### config.mk
export PLATFORM = sky130hd
export DESIGN_NAME = seq_shifter
export DESIGN_NICKNAME = d
export VERILOG_FILES = /design/src/rtl/seq_shifter_pkg.sv /design/src/rtl/seq_shifter_shift_step.sv /design/src/rtl/seq_shifter.sv
export SDC_FILE = /design/constraint.sdc
export NUM_CORES = 1
export LEC_CHECK = 0
export CAP_MARGIN = 10
export CORE_UTILIZATION = 33
export DETAILED_ROUTE_END_ITERATION = 6
export SKIP_CTS_REPAIR_TIMING = 1
export SLEW_MARGIN = 20
export SYNTH_ARGS = -nofsm -noshare
export SYNTH_HDL_FRONTEND = slang
export SYNTH_SLANG_ARGS = --single-unit
### constraint.sdc
create_clock -name clk -period 1.8 [get_ports clk]
set_input_delay 0.36 -clock clk [delete_from_list [all_inputs] [get_ports clk]]
set_output_delay 0.36 -clock clk [all_outputs]
set_load 0.05 [all_outputs]
### src/rtl/seq_shifter_pkg.sv
// Shared types and width helpers for the iterative shifter.
// Op codes, FSM states and counter widths.
package seq_shifter_pkg;

  typedef enum logic [1:0] {
    OP_SLL = 2'b00,
    OP_SRL = 2'b01,
    OP_SLA = 2'b10,
    OP_SRA = 2'b11
  } op_e;

  typedef enum logic [1:0] {
    IDLE  = 2'd0,
    SHIFT = 2'd1,
    DONE  = 2'd2
  } state_e;

  // Bits needed to hold a count 0..w inclusive.
  function automatic int rem_width(int w);
    return $clog2(w + 1);
  endfunction

  // Bits needed to hold a per-cycle step 0..s inclusive.
  function automatic int k_width(int s);
    return $clog2(s + 1);
  endfunction

endpackage

### src/rtl/seq_shifter_shift_step.sv
// One combinational shift step of k bits (1..STEP).
// Also flags a signed overflow for an arithmetic left step.
module shift_step
  import seq_shifter_pkg::*;
#(
  parameter int WIDTH = 9,
  parameter int STEP  = 1,
  parameter int KW    = k_width(STEP)
) (
  input  logic [WIDTH-1:0] data_i,
  input  op_e              op_i,
  input  logic [KW-1:0]    k_i,
  input  logic             sign_i,
  output logic [WIDTH-1:0] shifted_o,
  output logic             ovf_o
);

  localparam logic [WIDTH-1:0] ONES = '1;

  logic [WIDTH-1:0] top_mask;

  // Mask of the k vacated upper bits for a right shift.
  assign top_mask = ~(ONES >> k_i);

  // Shift by k with the fill the op calls for.
  always_comb begin
    shifted_o = data_i;
    unique case (op_i)
      OP_SLL, OP_SLA: shifted_o = data_i << k_i;
      OP_SRL:         shifted_o = data_i >> k_i;
      OP_SRA: begin
        shifted_o = data_i >> k_i;
        if (sign_i) shifted_o = shifted_o | top_mask;
      end
    endcase
  end

  // Overflow when any of the top k+1 bits differs from the MSB.
  always_comb begin
    ovf_o = 1'b0;
    if (op_i == OP_SLA) begin
      for (int i = 1; i < WIDTH; i++) begin
        if (i <= int'(k_i) &&
            data_i[WIDTH-1-i] != data_i[WIDTH-1])
          ovf_o = 1'b1;
      end
    end
  end

endmodule

### src/rtl/seq_shifter.sv
// Iterative logical/arithmetic shifter, up to STEP bits per cycle.
// Ready/valid on both sides, one operation in flight.
module seq_shifter
  import seq_shifter_pkg::*;
#(
  parameter int WIDTH   = 9,
  parameter int SHAMT_W = 4,
  parameter int STEP    = 1
) (
  input  logic               clk,
  input  logic               rst,
  input  logic               in_valid,
  output logic               in_ready,
  input  logic [WIDTH-1:0]   in_data,
  input  logic [SHAMT_W-1:0] in_shamt,
  input  logic [1:0]         in_op,
  output logic               out_valid,
  input  logic               out_ready,
  output logic [WIDTH-1:0]   out_data,
  output logic               out_ovf,
  output logic               busy
);

  localparam int REM_W = rem_width(WIDTH);
  localparam int KW    = k_width(STEP);
  localparam logic [REM_W-1:0] STEP_R = REM_W'(STEP);
  localparam logic [REM_W-1:0] WID_R  = REM_W'(WIDTH);

  state_e           state_q;
  logic [WIDTH-1:0] data_q;
  op_e              op_q;
  logic             sign_q;
  logic             ovf_q;
  logic [REM_W-1:0] rem_q;
  logic             in_ready_q;
  logic             out_valid_q;
  logic             busy_q;

  logic [31:0]      sh_w;
  logic [REM_W-1:0] rem_d;
  logic [REM_W-1:0] k_rem;
  logic [KW-1:0]    k;
  logic [WIDTH-1:0] step_data;
  logic             step_ovf;

  // Clamp the requested amount to WIDTH; larger shifts saturate.
  always_comb begin
    sh_w  = 32'(in_shamt);
    rem_d = (sh_w > 32'(WIDTH)) ? WID_R : REM_W'(sh_w);
  end

  // Bits shifted this cycle: min(STEP, rem).
  always_comb begin
    k_rem = (rem_q < STEP_R) ? rem_q : STEP_R;
    k     = KW'(k_rem);
  end

  shift_step #(
    .WIDTH (WIDTH),
    .STEP  (STEP),
    .KW    (KW)
  ) u_step (
    .data_i    (data_q),
    .op_i      (op_q),
    .k_i       (k),
    .sign_i    (sign_q),
    .shifted_o (step_data),
    .ovf_o     (step_ovf)
  );

  // Control FSM with datapath and registered handshake outputs.
  always_ff @(posedge clk) begin
    if (rst) begin
      state_q     <= IDLE;
      data_q      <= '0;
      op_q        <= OP_SLL;
      sign_q      <= 1'b0;
      ovf_q       <= 1'b0;
      rem_q       <= '0;
      in_ready_q  <= 1'b1;
      out_valid_q <= 1'b0;
      busy_q      <= 1'b0;
    end else begin
      unique case (state_q)
        IDLE: begin
          if (in_valid) begin
            data_q     <= in_data;
            op_q       <= op_e'(in_op);
            sign_q     <= in_data[WIDTH-1];
            ovf_q      <= 1'b0;
            rem_q      <= rem_d;
            in_ready_q <= 1'b0;
            busy_q     <= 1'b1;
            if (rem_d != '0) begin
              state_q <= SHIFT;
            end else begin
              state_q     <= DONE;
              out_valid_q <= 1'b1;
            end
          end
        end
        SHIFT: begin
          data_q <= step_data;
          rem_q  <= rem_q - k_rem;
          if (op_q == OP_SLA)
            ovf_q <= ovf_q | step_ovf;
          if (rem_q == k_rem) begin
            state_q     <= DONE;
            out_valid_q <= 1'b1;
          end
        end
        DONE: begin
          if (out_ready) begin
            state_q     <= IDLE;
            out_valid_q <= 1'b0;
            busy_q      <= 1'b0;
            in_ready_q  <= 1'b1;
          end
        end
        default: begin
          state_q     <= IDLE;
          out_valid_q <= 1'b0;
          busy_q      <= 1'b0;
          in_ready_q  <= 1'b1;
        end
      endcase
    end
  end

  assign in_ready  = in_ready_q;
  assign out_valid = out_valid_q;
  assign busy      = busy_q;
  assign out_data  = data_q;
  assign out_ovf   = ovf_q;

endmodule
==> results.json, run 1 <==
{
  "dp_cells": 251,
  "max_cap_violations": 0,
  "dr_total_vias": 1327,
  "gr-usage-met1_pct": 21.9,
  "yosysSeqAreaShare_pct": 33.1,
  "final_cell_count_no_fill": 255,
  "nets": 229,
  "period_share_pct": 93.1,
  "rr_worst_depth": 5,
  "synth_flop_cell": "dfxtp_1",
  "worstPathMaxFanout": 10,
  "fp.dieH_um": 65.5,
  "synth.distinct_cells": 40,
  "design_area_um2": 1800,
  "wire_per_inst_um": 12.8,
  "p_leak_nw": 0.713,
  "cts_buffers": 3,
  "power.density_nw_per_um2": 981,
  "period_needed_ns": 1.68,
  "dieArea_um2": 4280,
  "hold_end": "out_ovf",
  "gp_congestion": 0.846,
  "multiInputGateArea_um2": 808,
  "finalClockSkew_ns": 0.00290,
  "via_per_inst": 5.20,
  "rsz0062_at_grt": "no",
  "synth_area_leaders": "dfxtp_1, a21oi_1, o41ai_2",
  "hpwl_um": 2440,
  "fillers": 367,
  "fin_util_pct": 47.6,
  "yosys_warnings": 0,
  "synthDominantCellAreaShare_pct": 33.1,
  "clk_path_buf_depth": 2,
  "clock_latency_ns": 0.26,
  "path_clk_slew_ns": 0.08,
  "r2r_slack_ns": 0.12,
  "path_class": "reg -> reg",
  "use_met3_pct": 1.74,
  "antenna_found_initial": 0,
  "crit_path_end_kind": "flop",
  "drc": 0,
  "start_util_pct": 35.2,
  "start_kind": "flop",
  "ios": 32,
  "fin_ws_ns": 0.125,
  "r2r_start": "rem_q[1]",
  "cts_tree": "yes",
  "synth.net_count": 190,
  "avgSynthCellArea_um2": 7.86,
  "slew_headroom_pct": 58.6,
  "drt_iter0_drc": 57,
  "grt_use_met2_pct": 27.2,
  "cts_root_buf": "clkbuf_8",
  "busiest_layer": "met2",
  "grt_usage_pct": 16.3,
  "h-tree-depth": 1,
  "seq_area_um2": 440,
  "setup_viol": 0,
  "arrival_ns": 1.85,
  "syn_to_final_growth_pct": 35.2,
  "hold_path.class": "reg -> reg",
  "tightestPinTransition_ns": 0.621,
  "fp.dieW_um": 65.5,
  "peakVddDrop_uv": 401,
  "synth-edff-count": 0,
  "core_area_um2": 3770,
  "min_path_cells": 2,
  "firstDrtPassIters": 4,
  "fp-row-count": 22,
  "ys_async_sr_fraction_pct": 0,
  "regToRegEndpoint": "out_data[3]",
  "fmax_ghz": 0.597,
  "antenna_cells": 0,
  "wl_um": 3270,
  "status": "finished clean",
  "min_from": "out_ovf",
  "grt_pass1_vias": 1225,
  "worstPathRequired_ns": 1.97,
  "final_max_slew_viol_count": 0,
  "grt.overflow.total": 0,
  "grt_pass1_wl_um": 5510,
  "io_buffers": 31,
  "ys_ff_latch": 22,
  "drive_gt1_share_pct": 20.8,
  "ant_nets": 0,
  "synth_area_um2": 1330,
  "clock-sinks": 22,
  "grt_max_degree": 21,
  "dp_slack_ns": -0.0498,
  "syn_inst": 169,
  "synth_area_leader_cell": "dfxtp_1",
  "hold_viol_final": 0,
  "dpl-instance-area_um2": 1730
}
==> critical path: stages (launching register included) <==
cell and delay, ns:
dfxtp_1 0.37, or4_4 0.53, buf_4 0.19, o21ai_1 0.14
nor2_1 0.06, o41ai_2 0.30
==> cells in the mapped netlist, types with 2 or more instances <==
master / n
nand2_1: 19
inv_1: 5
nor3_1: 4
o211ai_1: 2
nor2b_1: 6
o21bai_1: 3
o41ai_2: 5
nand3_1: 2
nor2_1: 18
a21oi_1: 17
dfxtp_1: 22
nand4_1: 2
ha_1: 2
o21ai_1: 7
a211oi_1: 4
a311oi_1: 2
or4_1: 2
clkbuf_1: 10
nand2b_1: 8
nor3b_1: 2
nand3b_1: 8
==> final cells by class <==
class                      instances  area share (%)
multi-input combinational        129            45.0
clock inverter                     1            1.67
timing repair buffer              47            22.1
tap                               48            3.34
clock buffer                       3            2.30
sequential                        22            24.5
inverter                           5            1.04
==> cell usage in the layout (no fill, tap or decap), types with 2 or more instances in the layout <==
| cell | instances |
|---|---|
| buf_4 | 29 |
| dfxtp_1 | 22 |
| nand2_1 | 19 |
| nor2_1 | 18 |
| clkdlybuf4s50_1 | 18 |
| a21oi_1 | 17 |
| nand2b_1 | 8 |
| nand3b_1 | 8 |
| o21ai_1 | 7 |
| nor2b_1 | 6 |
| inv_1 | 5 |
| o41ai_2 | 5 |
| nor3_1 | 4 |
| a211oi_1 | 4 |
| o21bai_1 | 3 |
| clkbuf_8 | 3 |
| or4_1 | 2 |
| nand3_1 | 2 |
| nor3b_1 | 2 |
| a311oi_1 | 2 |
| o211ai_1 | 2 |
| nand4_1 | 2 |
| ha_1 | 2 |
==> state kept, by name, indices dropped and copies added, names as in the netlist <==
signal and cells:
out_valid 1, sign_q 1, out_ovf 1, busy 1, rem_q 4, in_ready 1, out_data 9, op_q 2
state_q 2
==> metal layers <==
metal / up-vias / share of wire (%)
li1: 682 / -
met1: 616 / 49
met2: 27 / 47
met3: 2 / 3.3
met4: 0 / 0.37
met5: - / 0
==> worst max-delay path by stage <==
stage                     slack, ns          end        start
after floorplan                0.22  out_data[8]     rem_q[0]
after global placement         0.02    out_valid  in_shamt[1]
after detailed placement      -0.05    out_valid  in_shamt[1]
after CTS                      0.11  out_data[7]     rem_q[1]
after global routing           0.02  out_data[3]     rem_q[1]
final                          0.12  out_data[3]     rem_q[1]
==> logic make-up after synthesis <==
kind of cell,share of synthesized area (%)
buffers and inverters,6.03
flip-flops,33.1
multiplexers,0.753
adder cells (fa/ha/maj),1.88
AND/OR/NAND/NOR,30.4
XOR/XNOR,0.659
AO/OA/AOI/OAI,27.1
==> report_power, final <==
part           leakage (nW)  switching [mW]  total, mW  internal [mW]
logic                 0.496           0.383      0.669          0.286
registers             0.182          0.0802      0.627          0.547
clock network        0.0357           0.168      0.466          0.297
total                 0.713           0.631       1.76           1.13
==> through the flow <==
step | total power, mW | setup TNS (ns) | hold WS [ns]
after floorplan | 1.08 | 0 | 0.437
after global placement | 1.30 | 0 | 0.449
after detailed placement | 1.31 | -0.0588 | 0.450
after CTS | 1.78 | 0 | 0.464
after global routing | 1.87 | 0 | 0.484
final | 1.76 | 0 | 0.468
Power figures use the tool's default switching activity.
==> run 2: changes to the inputs <==
--- a/config.mk
+++ b/config.mk
@@ -6,8 +6,9 @@
 export NUM_CORES = 1
 export LEC_CHECK = 0
 export CAP_MARGIN = 10
-export CORE_UTILIZATION = 33
+export CORE_UTILIZATION = 49
 export DETAILED_ROUTE_END_ITERATION = 6
+export PLACE_DENSITY = 0.79
 export SKIP_CTS_REPAIR_TIMING = 1
 export SLEW_MARGIN = 20
 export SYNTH_ARGS = -nofsm -noshare
==> run 2 against run 1 <==
First-iteration DRC count decreased by 47%. Via count increased by 2.5%. Clock skew about the same. Critical endpoint is now out_data[7]. Fmax decreased by 2.3%.
==> results.json, run 2 (synthesized netlist as in run 1, its figures left out) <==
{
  "drt_iter0_drc": 30,
  "gp_congestion": 0.906,
  "fp.dieW_um": 54.1,
  "r2r_start": "rem_q[0]",
  "dp_slack_ns": -0.0482,
  "setup_tns_ns": 0,
  "worstPathMaxFanout": 11,
  "slew_headroom_pct": 61.0,
  "tightestPinTransition_ns": 0.584,
  "final_max_slew_viol_count": 0,
  "path_class": "reg -> reg",
  "antenna_found_initial": 0,
  "clock-sinks": 22,
  "r2r_slack_ns": 0.09,
  "ant_nets": 0,
  "grt_usage_pct": 25.0,
  "start_kind": "flop",
  "grt_pass1_wl_um": 5330,
  "critPathSlowestCell": "or4_4",
  "hold_path.class": "reg -> reg",
  "rr_worst_depth": 5,
  "dr_total_vias": 1360,
  "peakVddDrop_uv": 694,
  "final_common_cell": "buf_4",
  "cts_root_buf": "clkbuf_4",
  "crit_path_end_kind": "flop",
  "regToRegEndpoint": "out_data[7]",
  "max_cap_violations": 0,
  "p_leak_nw": 0.726,
  "worstPathRequired_ns": 2.01,
  "syn_to_final_growth_pct": 34.7,
  "power.density_nw_per_um2": 956,
  "fp.dieH_um": 54.1,
  "arrival_ns": 1.93,
  "total_power_mw": 1.71,
  "h-tree-depth": 1,
  "wl_um": 3270,
  "crit_path_max_incr_delay_ns": 0.53,
  "hold_viol_final": 0,
  "wire_per_inst_um": 13.6,
  "dieArea_um2": 2920,
  "drive_gt1_share_pct": 21.9,
  "topRoutingLayerUsed": "met4",
  "seq_area_um2": 440,
  "core_area_um2": 2520,
  "fillers": 204,
  "nets": 232,
  "cp-endpoint": "out_data[7]",
  "path_clk_slew_ns": 0.12,
  "start_util_pct": 52.7,
  "grt_max_degree": 21,
  "layout_common_cells": "buf_4, dfxtp_1, nand2_1",
  "grt_pass1_vias": 1247,
  "fp-row-count": 18,
  "grt.overflow.total": 0,
  "fin_ws_ns": 0.0860,
  "crit_start": "rem_q[0]",
  "rsz0062_at_grt": "no",
  "drc": 0,
  "status": "finished clean",
  "finalClockSkew_ns": 0.00265,
  "fin_hold_ws_ns": 0.475,
  "ios": 32,
  "io_buffers": 31,
  "clock_latency_ns": 0.31,
  "largest_reg_flops": 9,
  "antenna_cells": 0,
  "met2_wirelength_um": 1630,
  "fin_util_pct": 71.0,
  "firstDrtPassIters": 4,
  "setup_viol": 0,
  "path_cells": "or4_4 > o31ai_1 > buf_12 > nor2b_1 > nor3_1",
  "multiInputGateArea_um2": 808,
  "period_share_pct": 95.2,
  "clk_path_buf_depth": 2,
  "wl_met1_um": 1520,
  "cts_buffers": 3,
  "period_needed_ns": 1.71,
  "fmax_ghz": 0.583,
  "via_per_inst": 5.67,
  "routed-wl-met3_um": 80,
  "cts_tree": "yes",
  "hpwl_um": 2470
}
## run 2: worst min-delay path by stage
stage	slack [ns]	start	cells past startpoint	end
after global placement	0.45	out_ovf	2	out_ovf
after floorplan	0.44	sign_q	2	sign_q
after detailed placement	0.46	sign_q	2	sign_q
final	0.47	sign_q	2	sign_q
after CTS	0.48	sign_q	2	sign_q
after global routing	0.51	sign_q	2	sign_q
## run 2: power breakdown
group	internal, mW	switching, mW
clock	0.225	0.159
sequential	0.547	0.0685
combinational	0.310	0.402
## run 2: critical path, delay by kind of cell (launching register included)
kind	cells	cell delay, ns
AO/OA/AOI/OAI	1	0.39
buffers and inverters	1	0.19
flip-flops	1	0.33
AND/OR/NAND/NOR	3	0.70
## run 2: area by class of cell
| cell class | instances | share of cell area [%] |
|---|---|---|
| tap | 30 | 2.10 |
| timing repair buffer | 50 | 24.2 |
| clock buffer | 3 | 1.26 |
| clock inverter | 1 | 1.68 |
| multi-input combinational | 129 | 45.1 |
| inverter | 5 | 1.05 |
| sequential | 22 | 24.6 |
## run 2: layer usage
metal	global-route usage, %	vias to the layer above
li1	-	690
met2	45.3	22
met5	0	-
met3	2.54	4
met4	8.97	0
met1	30.3	644
## run 2: metrics by stage
stage / std cells / instance area, µm²
4_1_cts: 240 / 1790
6_report: 240 / 1790
3_3_place_gp: 236 / 1740
3_5_place_dp: 236 / 1740
2_1_floorplan: 169 / 1330
5_1_grt: 240 / 1790
